### src/rtl/mux_pkg.sv
// Shared constants for the 4:1 select mux: select-index encodings and default width.
package mux_pkg;

  localparam int unsigned DEFAULT_WIDTH = 1;
  localparam int unsigned SEL_W         = 2;

  localparam logic [SEL_W-1:0] SEL_I0 = 2'b00;
  localparam logic [SEL_W-1:0] SEL_I1 = 2'b01;
  localparam logic [SEL_W-1:0] SEL_I2 = 2'b10;
  localparam logic [SEL_W-1:0] SEL_I3 = 2'b11;

  // Select index is {s0,s1}: s0 is the MSB, s1 the LSB.
  function automatic logic [SEL_W-1:0] sel_index(input logic s0, input logic s1);
    return {s0, s1};
  endfunction

endpackage

### src/rtl/mux_2x1.sv
// Bitwise 2:1 mux; an unknown select yields an unknown result.
module mux_2x1
  import mux_pkg::*;
#(
  parameter int unsigned WIDTH = DEFAULT_WIDTH
) (
  input  logic [WIDTH-1:0] a,
  input  logic [WIDTH-1:0] b,
  input  logic             sel,
  output logic [WIDTH-1:0] y
);

  always_comb begin
    y = 'x;
    case (sel)
      1'b0:    y = a;
      1'b1:    y = b;
      default: y = 'x;
    endcase
  end

endmodule

### src/rtl/mux_4x1.sv
// 4:1 mux built from three 2:1 muxes, with an enabled output register and a
// registered select-change flag.
module mux_4x1
  import mux_pkg::*;
#(
  parameter int unsigned WIDTH   = DEFAULT_WIDTH,
  parameter int unsigned OUT_REG = 0
) (
  input  logic             clk,
  input  logic             rst,
  input  logic [WIDTH-1:0] i0,
  input  logic [WIDTH-1:0] i1,
  input  logic [WIDTH-1:0] i2,
  input  logic [WIDTH-1:0] i3,
  input  logic             s1,
  input  logic             s0,
  input  logic             en,
  output logic [WIDTH-1:0] d,
  output logic [WIDTH-1:0] d_q,
  output logic             sel_chg
);

  logic [WIDTH-1:0] lo_sel;
  logic [WIDTH-1:0] hi_sel;
  logic [WIDTH-1:0] sel_data;
  logic [SEL_W-1:0] sel_cur;

  // First level picks within each pair by s1; second level picks the pair by s0.
  mux_2x1 #(.WIDTH(WIDTH)) u_mux_lo (.a(i0),     .b(i1),     .sel(s1), .y(lo_sel));
  mux_2x1 #(.WIDTH(WIDTH)) u_mux_hi (.a(i2),     .b(i3),     .sel(s1), .y(hi_sel));
  mux_2x1 #(.WIDTH(WIDTH)) u_mux_top(.a(lo_sel), .b(hi_sel), .sel(s0), .y(sel_data));

  assign sel_cur = sel_index(s0, s1);

  logic [WIDTH-1:0] data_d,     data_q;
  logic [SEL_W-1:0] sel_prev_d, sel_prev_q;
  logic             sel_chg_d,  sel_chg_q;

  always_comb begin
    data_d     = data_q;
    sel_prev_d = sel_cur;
    sel_chg_d  = (sel_cur != sel_prev_q);
    if (en) begin
      data_d = sel_data;
    end
  end

  always_ff @(posedge clk) begin
    if (rst) begin
      data_q     <= '0;
      sel_prev_q <= SEL_I0;
      sel_chg_q  <= 1'b0;
    end else begin
      data_q     <= data_d;
      sel_prev_q <= sel_prev_d;
      sel_chg_q  <= sel_chg_d;
    end
  end

  assign d_q     = data_q;
  assign sel_chg = sel_chg_q;

  // Output source is fixed at elaboration.
  generate
    if (OUT_REG != 0) begin : g_out_reg
      assign d = data_q;
    end else begin : g_out_comb
      assign d = sel_data;
    end
  endgenerate

endmodule

### config.mk
export PLATFORM = sky130hd
export DESIGN_NAME = mux_4x1
export DESIGN_NICKNAME = d
export VERILOG_FILES = /design/src/rtl/mux_pkg.sv /design/src/rtl/mux_2x1.sv /design/src/rtl/mux_4x1.sv
export SDC_FILE = /design/constraint.sdc
export NUM_CORES = 1
export LEC_CHECK = 0
export BUFFER_PORTS_ARGS = -buffer_cell sky130_fd_sc_hd__buf_4
export CORE_AREA = 5 5 42 44
export DETAILED_ROUTE_END_ITERATION = 8
export DIE_AREA = 0 0 47 49
export GPL_TIMING_DRIVEN = 0
export PLACE_DENSITY = 0.34
export SYNTH_ARGS = -nofsm -noshare
export SYNTH_HDL_FRONTEND = slang
export SYNTH_HIERARCHICAL = 1
export SYNTH_SLANG_ARGS = --single-unit
### constraint.sdc
create_clock -name clk -period 1.4 [get_ports clk]
set_input_delay 0.28 -clock clk [delete_from_list [all_inputs] [get_ports clk]]
set_output_delay 0.28 -clock clk [all_outputs]
set_load 0.01 [all_outputs]
==> flow_summary.toml, run 1 <==
[timing]
rsz0062_at_grt = "no"
whs_ns = 0.240
hold_viol_final = 0
slew_headroom_pct = 92.1
final-setup-viol-count = 0
max_freq_mhz = 738
fin_crit_ns = 1.35
maxSlewViolCount = 0
fin_ws_ns = 0.0454
fin_tns_setup_ns = 0
skew_ns = 0.00274
fin_crit_sh_pct = 96.8
worstMarginPinSlew_ns = 0.115

[clock_tree]
cts_buffers = 3
cts.sinks = 4
cts_tree = "yes"
cts_hold_buf = 0
clkLatencyLatePin_ns = 0.23
htreeDepth = 1
clk_root_buffer_cell = "clkbuf_4"
clock_path_buffers = 2
cts.clk_slew.worst_paths_ns = 0.04

[worst_setup_path]
worst-r2r-cell-count = 2
worst-setup-path-type = "in2out"
reg2reg_from = "sel_prev_q[0]"
worstSetupStartpoint = "s1"
rrSetupSlack_ns = 0.77
worst_ep_arrival_time_ns = 1.07
cp-start-kind = "primary input"
cp.required_ns = 1.12
cp-endpoint = "d"
reg2reg_to = "sel_chg"
critPathCaptureType = "output pin"
crit_fanout = 4

[worst_hold_path]
min_path_type = "in2reg"
min_path_cells = 2
hp-start = "rst"

[floorplan]
die_area_mm2 = 0.00230
die_y_um = 49
initial_core_util_pct = 12.4
rows = 14
core_mm2 = 0.00140
io_pins = 12
dieWidth_um = 47

[placed_design]
gp_congestion = 0.655
pre_cts_slack_ns = -0.0134
hpwl_um = 371
portBuffers = 11

[global_route]
grt.total_usage_pct = 5.35
grt_pass1_vias = 171
antenna_found_initial = 0
grt_overflow = 0
grt_pass1_wl_um = 779
grt_max_degree = 5

[power]
power_leakage_nw = 0.145
power_density_mw_per_mm2 = 1090
total_power_uw = 335
peakVddDrop_v = 0.000421

[logic_synthesis]
synth.distinct_cells = 7
ys_warn_count = 6
synth_area_um2 = 174
ys_ff_latch = 4
ys_seq_area_share_pct = 46.0
syn-num-nets = 23
syn_avg_cell_area_um2 = 12.4
synth_cells = 14

[layout]
final_core_util_pct = 21.9
diodes = 0
multi_input_area_um2 = 93.8
nets = 39
drive_above_1_share_pct = 60.7
synthToLayoutAreaGrowth_pct = 76.3
final_cell_mix = "buf_4, dfxtp_1, clkbuf_4, mux2_4"
mostFrequentLayoutCell = "buf_4"
ff_latch_area_um2 = 80.1
fill_cells = 160

[routing]
avgRoutedWirePerCell_um = 9.82
viasPerCell = 3.50
drt-total-wl_um = 432
drt.antenna.violating_nets = 0
drt-initial-drc-count = 5
via_count = 154
post-route-drc-count = 0
drt-pass1-iter-count = 2

[run]
cap_violations = 0

[run_status]
outcome = "finished, final reports clean"
[metal layers]
layer | part of all wire, % | up-vias | global-route usage (%) | wire (um)
li1 | - | 75 | - | -
met1 | 41 | 64 | 5.71 | 176
met2 | 35 | 15 | 5.43 | 150
met3 | 24 | 0 | 7.38 | 105
met4 | 0 | 0 | 2.76 | 0
met5 | 0 | - | 0 | 0
[per-stage QoR]
step / cell area, um^2 / std cells
floorplan: 174 / 14
global placement: 277 / 41
detailed placement: 277 / 41
CTS: 303 / 44
global route: 307 / 44
finish: 307 / 44
[report_power, final]
group	total [mW]	internal, mW	switching (mW)
logic	0.0673	0.0452	0.0220
registers	0.126	0.123	0.00305
clock network	0.142	0.0958	0.0463
[worst min-delay path by stage]
stage          slack [ns]      end
6_report             0.24  sel_chg
5_1_grt              0.23      d_q
4_1_cts              0.23  sel_chg
3_5_place_dp         0.48  sel_chg
3_3_place_gp         0.47  sel_chg
2_1_floorplan        0.35  sel_chg
[kinds of logic after synthesis]
logic type      count (synthesis)  share of synthesized area (%)
simple gates                    3                           9.35
compound gates                  1                           2.87
flops                           4                           46.0
xor+xnor                        2                           10.1
mux                             4                           31.7
[timing repair]
item                                    in CTS  in global routing
hold endpoints to repair                     0                  0
resized for setup                            1                  1
endpoints found under the setup margin       1                  1
pin swaps                                    0                  0
setup buffers                                0                  0
[area by class of cell]
class | count | area share (%)
multi-input combinational | 10 | 30.6
clock buffer | 3 | 7.35
timing repair buffer | 11 | 29.4
sequential | 4 | 26.1
tap | 16 | 6.53
[sequential cells by signal, summed over array words and instances (netlist names)]
signal,count
sel_prev_q,2
d_q,1
sel_chg,1
[worst max-delay path, cell delays in order]
cell,delay [ns]
buf_6,0.11
mux2_4,0.28
mux2_4,0.28
buf_6,0.12
[synth_stat cells (all sizes together)]
library cell	instances	area (um^2)
dfxtp	4	80.1
mux2i	1	10.0
nor2	1	3.75
mux2	3	45.0
xnor2	2	17.5
a21oi	1	5.00
nor2b	2	12.5
(Power assumes the default switching activity.)
==> run 2: changes to the inputs <==
--- a/config.mk
+++ b/config.mk
@@ -10,8 +10,7 @@
 export DETAILED_ROUTE_END_ITERATION = 8
 export DIE_AREA = 0 0 47 49
 export GPL_TIMING_DRIVEN = 0
-export PLACE_DENSITY = 0.34
+export PLACE_DENSITY = 0.35
 export SYNTH_ARGS = -nofsm -noshare
 export SYNTH_HDL_FRONTEND = slang
-export SYNTH_HIERARCHICAL = 1
 export SYNTH_SLANG_ARGS = --single-unit
==> flow_summary.toml, run 2 <==
[run_status]
outcome = "finished, final reports clean"

[placed_design]
postPlaceCellArea_um2 = 282
hpwl_um = 383
portBuffers = 11
gp_congestion = 0.622
dp.cells = 43

[routing]
viasPerCell = 3.76
avgRoutedWirePerCell_um = 10.0
post-route-drc-count = 0
drt-pass1-iter-count = 1
via_count = 173
drt.antenna.violating_nets = 0
drt-total-wl_um = 460
drt-initial-drc-count = 0

[logic_synthesis]
synth.most_common_cell = "dfxtp_1"
synth-xor-area-share_pct = 9.79
synthSimpleGateAreaFrac_pct = 21.0
synth_top_family_by_area = "simple AND/OR/NAND/NOR gates"
synth_top_area_share_pct = 44.8
synthFlopType = "dfxtp_1"
async_flop_share_pct = 0
syn_avg_cell_area_um2 = 11.2
syn-num-nets = 25
synth_area_um2 = 179
synthTopCellsByArea = "dfxtp_1, mux2i_1, xnor2_1"
ys_seq_area_share_pct = 44.8
synthAdderAreaFrac_pct = 0
synthMuxAreaShare_pct = 16.8
synth_edf_count = 0
ys_top_cells_by_count = "dfxtp_1, mux2i_1, nor2b_1, xnor2_1"
yosysTopAreaCell = "dfxtp_1"
synth_cells = 16
synth.distinct_cells = 9
ys_warn_count = 0
synth_compound_area_share_pct = 7.69
ys_ff_latch = 4

[clock_tree]
clkLatencyLatePin_ns = 0.23
cts.sinks = 4
cts_resized = 0
cts.clk_slew.worst_paths_ns = 0.04
cts_tree = "yes"
cts_hold_buf = 0
cts_buffers = 3
post-cts-setup-buffers = 0
htreeDepth = 1
clock_path_buffers = 2
clk_root_buffer_cell = "clkbuf_4"

[power]
seqPwrFrac_pct = 38.2
power_density_mw_per_mm2 = 1080
peakVddDrop_v = 0.000301
clkPwrFrac_pct = 43.4
p_comb_share_pct = 18.4
intPower_uw = 256
power_leakage_nw = 0.136
p_sw_share_pct = 22.1
netSwitchingPower_uw = 72.7

[layout]
diodes = 0
drive_above_1_share_pct = 50.0
final_area_um2 = 304
largest_register_ffs = 2
nets = 41
multi_input_area_um2 = 98.8
synthToLayoutAreaGrowth_pct = 69.9
instances_no_fill = 46
fill_cells = 164
top_register = "sel_prev_q"
final_core_util_pct = 21.7
ff_latch_area_um2 = 80.1
final_cell_mix = "buf_4, dfxtp_1, mux2i_1, clkbuf_4"
mostFrequentLayoutCell = "buf_4"

[worst_setup_path]
worstSetupStartpoint = "s0"
cp-start-kind = "primary input"
cp.required_ns = 1.12
crit_fanout = 4
critPathCaptureType = "output pin"
cp-endpoint = "d"
worst-setup-path-type = "in2out"
max_stage_delay_ns = 0.25
worst_ep_arrival_time_ns = 0.91
reg2reg_from = "d_q"
crit_path_cell_trace = "buf_4 > mux2i_1 > mux2i_1 > buf_4"
crit_slowest_cell = "mux2i_1"
rrSetupSlack_ns = 0.48
reg2reg_to = "d_q"
worst-r2r-cell-count = 2

[global_route]
antenna_found_initial = 0
grt_max_degree = 7
grt_pass1_wl_um = 752
grt_overflow = 0
grt_pass1_vias = 204
grt.total_usage_pct = 4.94

[timing]
maxSlewViolCount = 0
worstMarginPinSlew_ns = 0.217
rsz0062_at_grt = "no"
whs_ns = 0.244
fin_crit_ns = 1.19
slew_headroom_pct = 85.1
fin_crit_sh_pct = 85.0
max_freq_mhz = 840
final-setup-viol-count = 0
skew_ns = 0.00562
hold_viol_final = 0
fin_tns_setup_ns = 0

[run]
cap_violations = 0

[worst_hold_path]
min_path_type = "in2reg"
hp-start = "rst"

[floorplan]
dieWidth_um = 47
die_y_um = 49
initial_core_util_pct = 12.8
core_mm2 = 0.00140
die_area_mm2 = 0.00230
io_pins = 12
rows = 14
-- run 2: power by group through the flow --
stage	clock network, mW	registers (mW)	logic (mW)
after detailed placement	0	0.127	0.0615
after global routing	0.163	0.126	0.0661
final	0.142	0.126	0.0603
after global placement	0	0.127	0.0601
after floorplan	0	0.130	0.0208
after CTS	0.151	0.126	0.0617
-- run 2: worst min path at each step --
stage                                to  depth (start not counted)
after floorplan                 sel_chg                          1
after global placement          sel_chg                          2
after detailed placement        sel_chg                          2
after CTS                 sel_prev_q[0]                          2
after global routing      sel_prev_q[0]                          2
final                     sel_prev_q[0]                          2
-- run 2: critical path, delay by kind of cell --
family                 cells  cell delay (ns)
multiplexers               2             0.36
buffers and inverters      2             0.26
-- run 2: cell families (layout without fill, tap and decap cells) --
kind of cell,Yosys count,after routing
muxes,3,3
xor gates and xnor gates,2,2
AOI/OAI and AO/OA,2,2
buffers and inverters,0,14
DFF,4,4
and+or+nand+nor,5,5
-- run 2: metal layers --
layer	wire [um]	up-vias	GRT usage, %
met5	0	-	0
met1	202	71	4.86
met2	179	14	6.33
li1	-	88	-
met4	0	0	2.76
met3	79	0	5.17
-- run 2: per-stage QoR --
stage | power (mW) | setup WS, ns
final | 0.328 | 0.210
after CTS | 0.338 | 0.198
after floorplan | 0.150 | 0.465
after detailed placement | 0.189 | 0.203
after global routing | 0.355 | 0.164
after global placement | 0.187 | 0.226
-- run 2: area by class of cell --
| class | count | share of cell area (%) |
|---|---|---|
| Clock buffer | 3 | 7.41 |
| Multi-Input combinational cell | 12 | 32.5 |
| Sequential cell | 4 | 26.3 |
| Tap cell | 16 | 6.58 |
| Timing Repair Buffer | 11 | 27.2 |
==> run 3: changes to the inputs <==
--- a/config.mk
+++ b/config.mk
@@ -5,6 +5,7 @@
 export SDC_FILE = /design/constraint.sdc
 export NUM_CORES = 1
 export LEC_CHECK = 0
+export ABC_AREA = 1
 export BUFFER_PORTS_ARGS = -buffer_cell sky130_fd_sc_hd__buf_4
 export CORE_AREA = 5 5 42 44
 export DETAILED_ROUTE_END_ITERATION = 8
==> constraint.sdc (replaced) <==
create_clock -name clk -period 1.1 [get_ports clk]
set_input_delay 0.22 -clock clk [delete_from_list [all_inputs] [get_ports clk]]
set_output_delay 0.22 -clock clk [all_outputs]
set_load 0.01 [all_outputs]
==> flow_summary.toml, run 3 <==
[run_status]
outcome = "finished, final reports clean"

[worst_hold_path]
hold_path_end = "sel_chg"
hp-start = "rst"
min_path_type = "in2reg"
min_path_cells = 2

[logic_synthesis]
synthTopCellsByArea = "dfxtp_1, nand3_2, xnor2_1"
synth.distinct_cells = 11
synth_area_um2 = 179
synthAdderAreaFrac_pct = 0
ys_top_cells_by_count = "dfxtp_1, nand2_1"
yosysTopAreaCell = "dfxtp_1"
async_flop_share_pct = 0
ys_ff_latch = 4
synth_cells = 21
synth-xor-area-share_pct = 9.79
synthSimpleGateAreaFrac_pct = 27.3
synthMuxAreaShare_pct = 0
synth_compound_area_share_pct = 11.9
synthFlopType = "dfxtp_1"
ys_warn_count = 0
synth_edf_count = 0
syn_avg_cell_area_um2 = 8.52
synth_top_area_share_pct = 44.8
syn-num-nets = 30
ys_seq_area_share_pct = 44.8
synth_top_family_by_area = "simple AND/OR/NAND/NOR gates"

[layout]
final_cell_mix = "buf_4, nand2_1, dfxtp_1"
top_register = "sel_prev_q"
final_core_util_pct = 21.7
diodes = 0
instances_no_fill = 51
drive_above_1_share_pct = 54.3
largest_register_ffs = 2
synthToLayoutAreaGrowth_pct = 69.9
mostFrequentLayoutCell = "buf_4"
nets = 46

[routing]
drt-initial-drc-count = 4
viasPerCell = 3.37
drt-pass1-iter-count = 2
drt-total-wl_um = 408
avgRoutedWirePerCell_um = 8.00
post-route-drc-count = 0
via_count = 172
drt.antenna.violating_nets = 0

[placed_design]
gp_congestion = 0.677
pre_cts_slack_ns = 0.0997
portBuffers = 11
dp.cells = 48

[global_route]
antenna_found_initial = 0
grt_pass1_vias = 154
grt_max_degree = 5
grt.total_usage_pct = 4.58
grt_pass1_wl_um = 676
grt_overflow = 0

[worst_setup_path]
max_stage_delay_ns = 0.13
crit_family = "buffers and inverters"
worst_ep_arrival_time_ns = 0.76
crit_slowest_cell = "buf_4"
critPathCaptureType = "output pin"
worst-r2r-cell-count = 2
crit_fanout = 3
reg2reg_from = "sel_prev_q[0]"
reg2reg_to = "sel_chg"
critPathBufInv = 4
rrSetupSlack_ns = 0.49
crit_path_cell_trace = "buf_4 > inv_1 > nand3_2 > nand2_2 > inv_1 > buf_4"
worst-setup-path-type = "in2out"
cp.required_ns = 0.88
cp-start-kind = "primary input"

[timing]
slew_headroom_pct = 90.5
max_freq_mhz = 1020
worstMarginPinSlew_ns = 0.142
fin_ws_ns = 0.117
hold_viol_final = 0
final-setup-viol-count = 0
fin_crit_ns = 0.983
fin_tns_setup_ns = 0
fin_crit_sh_pct = 89.4
skew_ns = 0.00158
maxSlewViolCount = 0
rsz0062_at_grt = "no"

[floorplan]
io_pins = 12
initial_core_util_pct = 12.8
core_mm2 = 0.00140
die_area_mm2 = 0.00230
dieWidth_um = 47
die_y_um = 49
rows = 14

[power]
power_leakage_nw = 0.151
peakVddDrop_v = 0.000615
total_power_uw = 414
power_density_mw_per_mm2 = 1360

[clock_tree]
clk_root_buffer_cell = "clkbuf_4"
cts.sinks = 4
cts.clk_slew.worst_paths_ns = 0.03
clock_path_buffers = 2
post-cts-setup-buffers = 0
htreeDepth = 1
cts_tree = "yes"
cts_resized = 0
clkLatencyLatePin_ns = 0.23
cts_hold_buf = 0
cts_buffers = 3

[run]
cap_violations = 0
## run 3: cell count changes after synthesis, sizes merged
cell    before  now
o221ai       1    0
nand2        0    5
nor2         0    2
inv          0    3
o21bai       0    1
nand3b       1    0
mux2i        3    0
nand3        0    2
nor2b        2    0
a21oi        1    2
or3b         2    0
## run 3: layout make-up
cell class,count,area [um^2]
multi-input combinational,14,87.6
fill,169,1100
clock buffer,3,22.5
inverter,3,11.3
sequential,4,80.1
tap,16,20.0
timing repair buffer,11,82.6
## run 3: worst max path at each step
| stage | start | to | slack, ns | cells past startpoint |
|---|---|---|---|---|
| 4_1_cts | s0 | d | 0.1 | 6 |
| 6_report | s0 | d | 0.12 | 6 |
| 5_1_grt | s0 | d | 0.04 | 6 |
| 3_5_place_dp | s0 | d | 0.1 | 6 |
| 2_1_floorplan | s1 | d | 0.38 | 5 |
| 3_3_place_gp | s0 | d | 0.12 | 6 |
## run 3: power breakdown
part | internal (mW) | switching (mW) | leakage [nW]
registers | 0.156 | 0.00367 | 0.0334
clock network | 0.121 | 0.0528 | 0.0138
logic | 0.0455 | 0.0344 | 0.104
total | 0.323 | 0.0910 | 0.151
## run 3: worst reg2reg max path, delay by kind of cell, from the launching register on
kind           cells  cell delay [ns]
flip-flops         1             0.32
XOR/XNOR           1             0.11
AO/OA/AOI/OAI      1             0.07
## run 3: cell families after synthesis
logic type,count (synthesis)
AOI/OAI and AO/OA,3
xor gates and xnor gates,2
buffers and inverters,3
DFF,4
and+or+nand+nor,9
## run 3: through the flow
stage                     hold WS, ns  cell area [um^2]
after floorplan                 0.289               179
after global placement          0.409               282
after detailed placement        0.414               282
after CTS                       0.163               304
after global routing            0.163               304
final                           0.173               304
## run 3: metal layers
layer	wire [um]	part of all wire (%)	GRT usage, %
met1	181	44	5.49
met2	138	34	3.85
met3	87	21	5.17
met4	0	0	4.15
met5	0	0	0
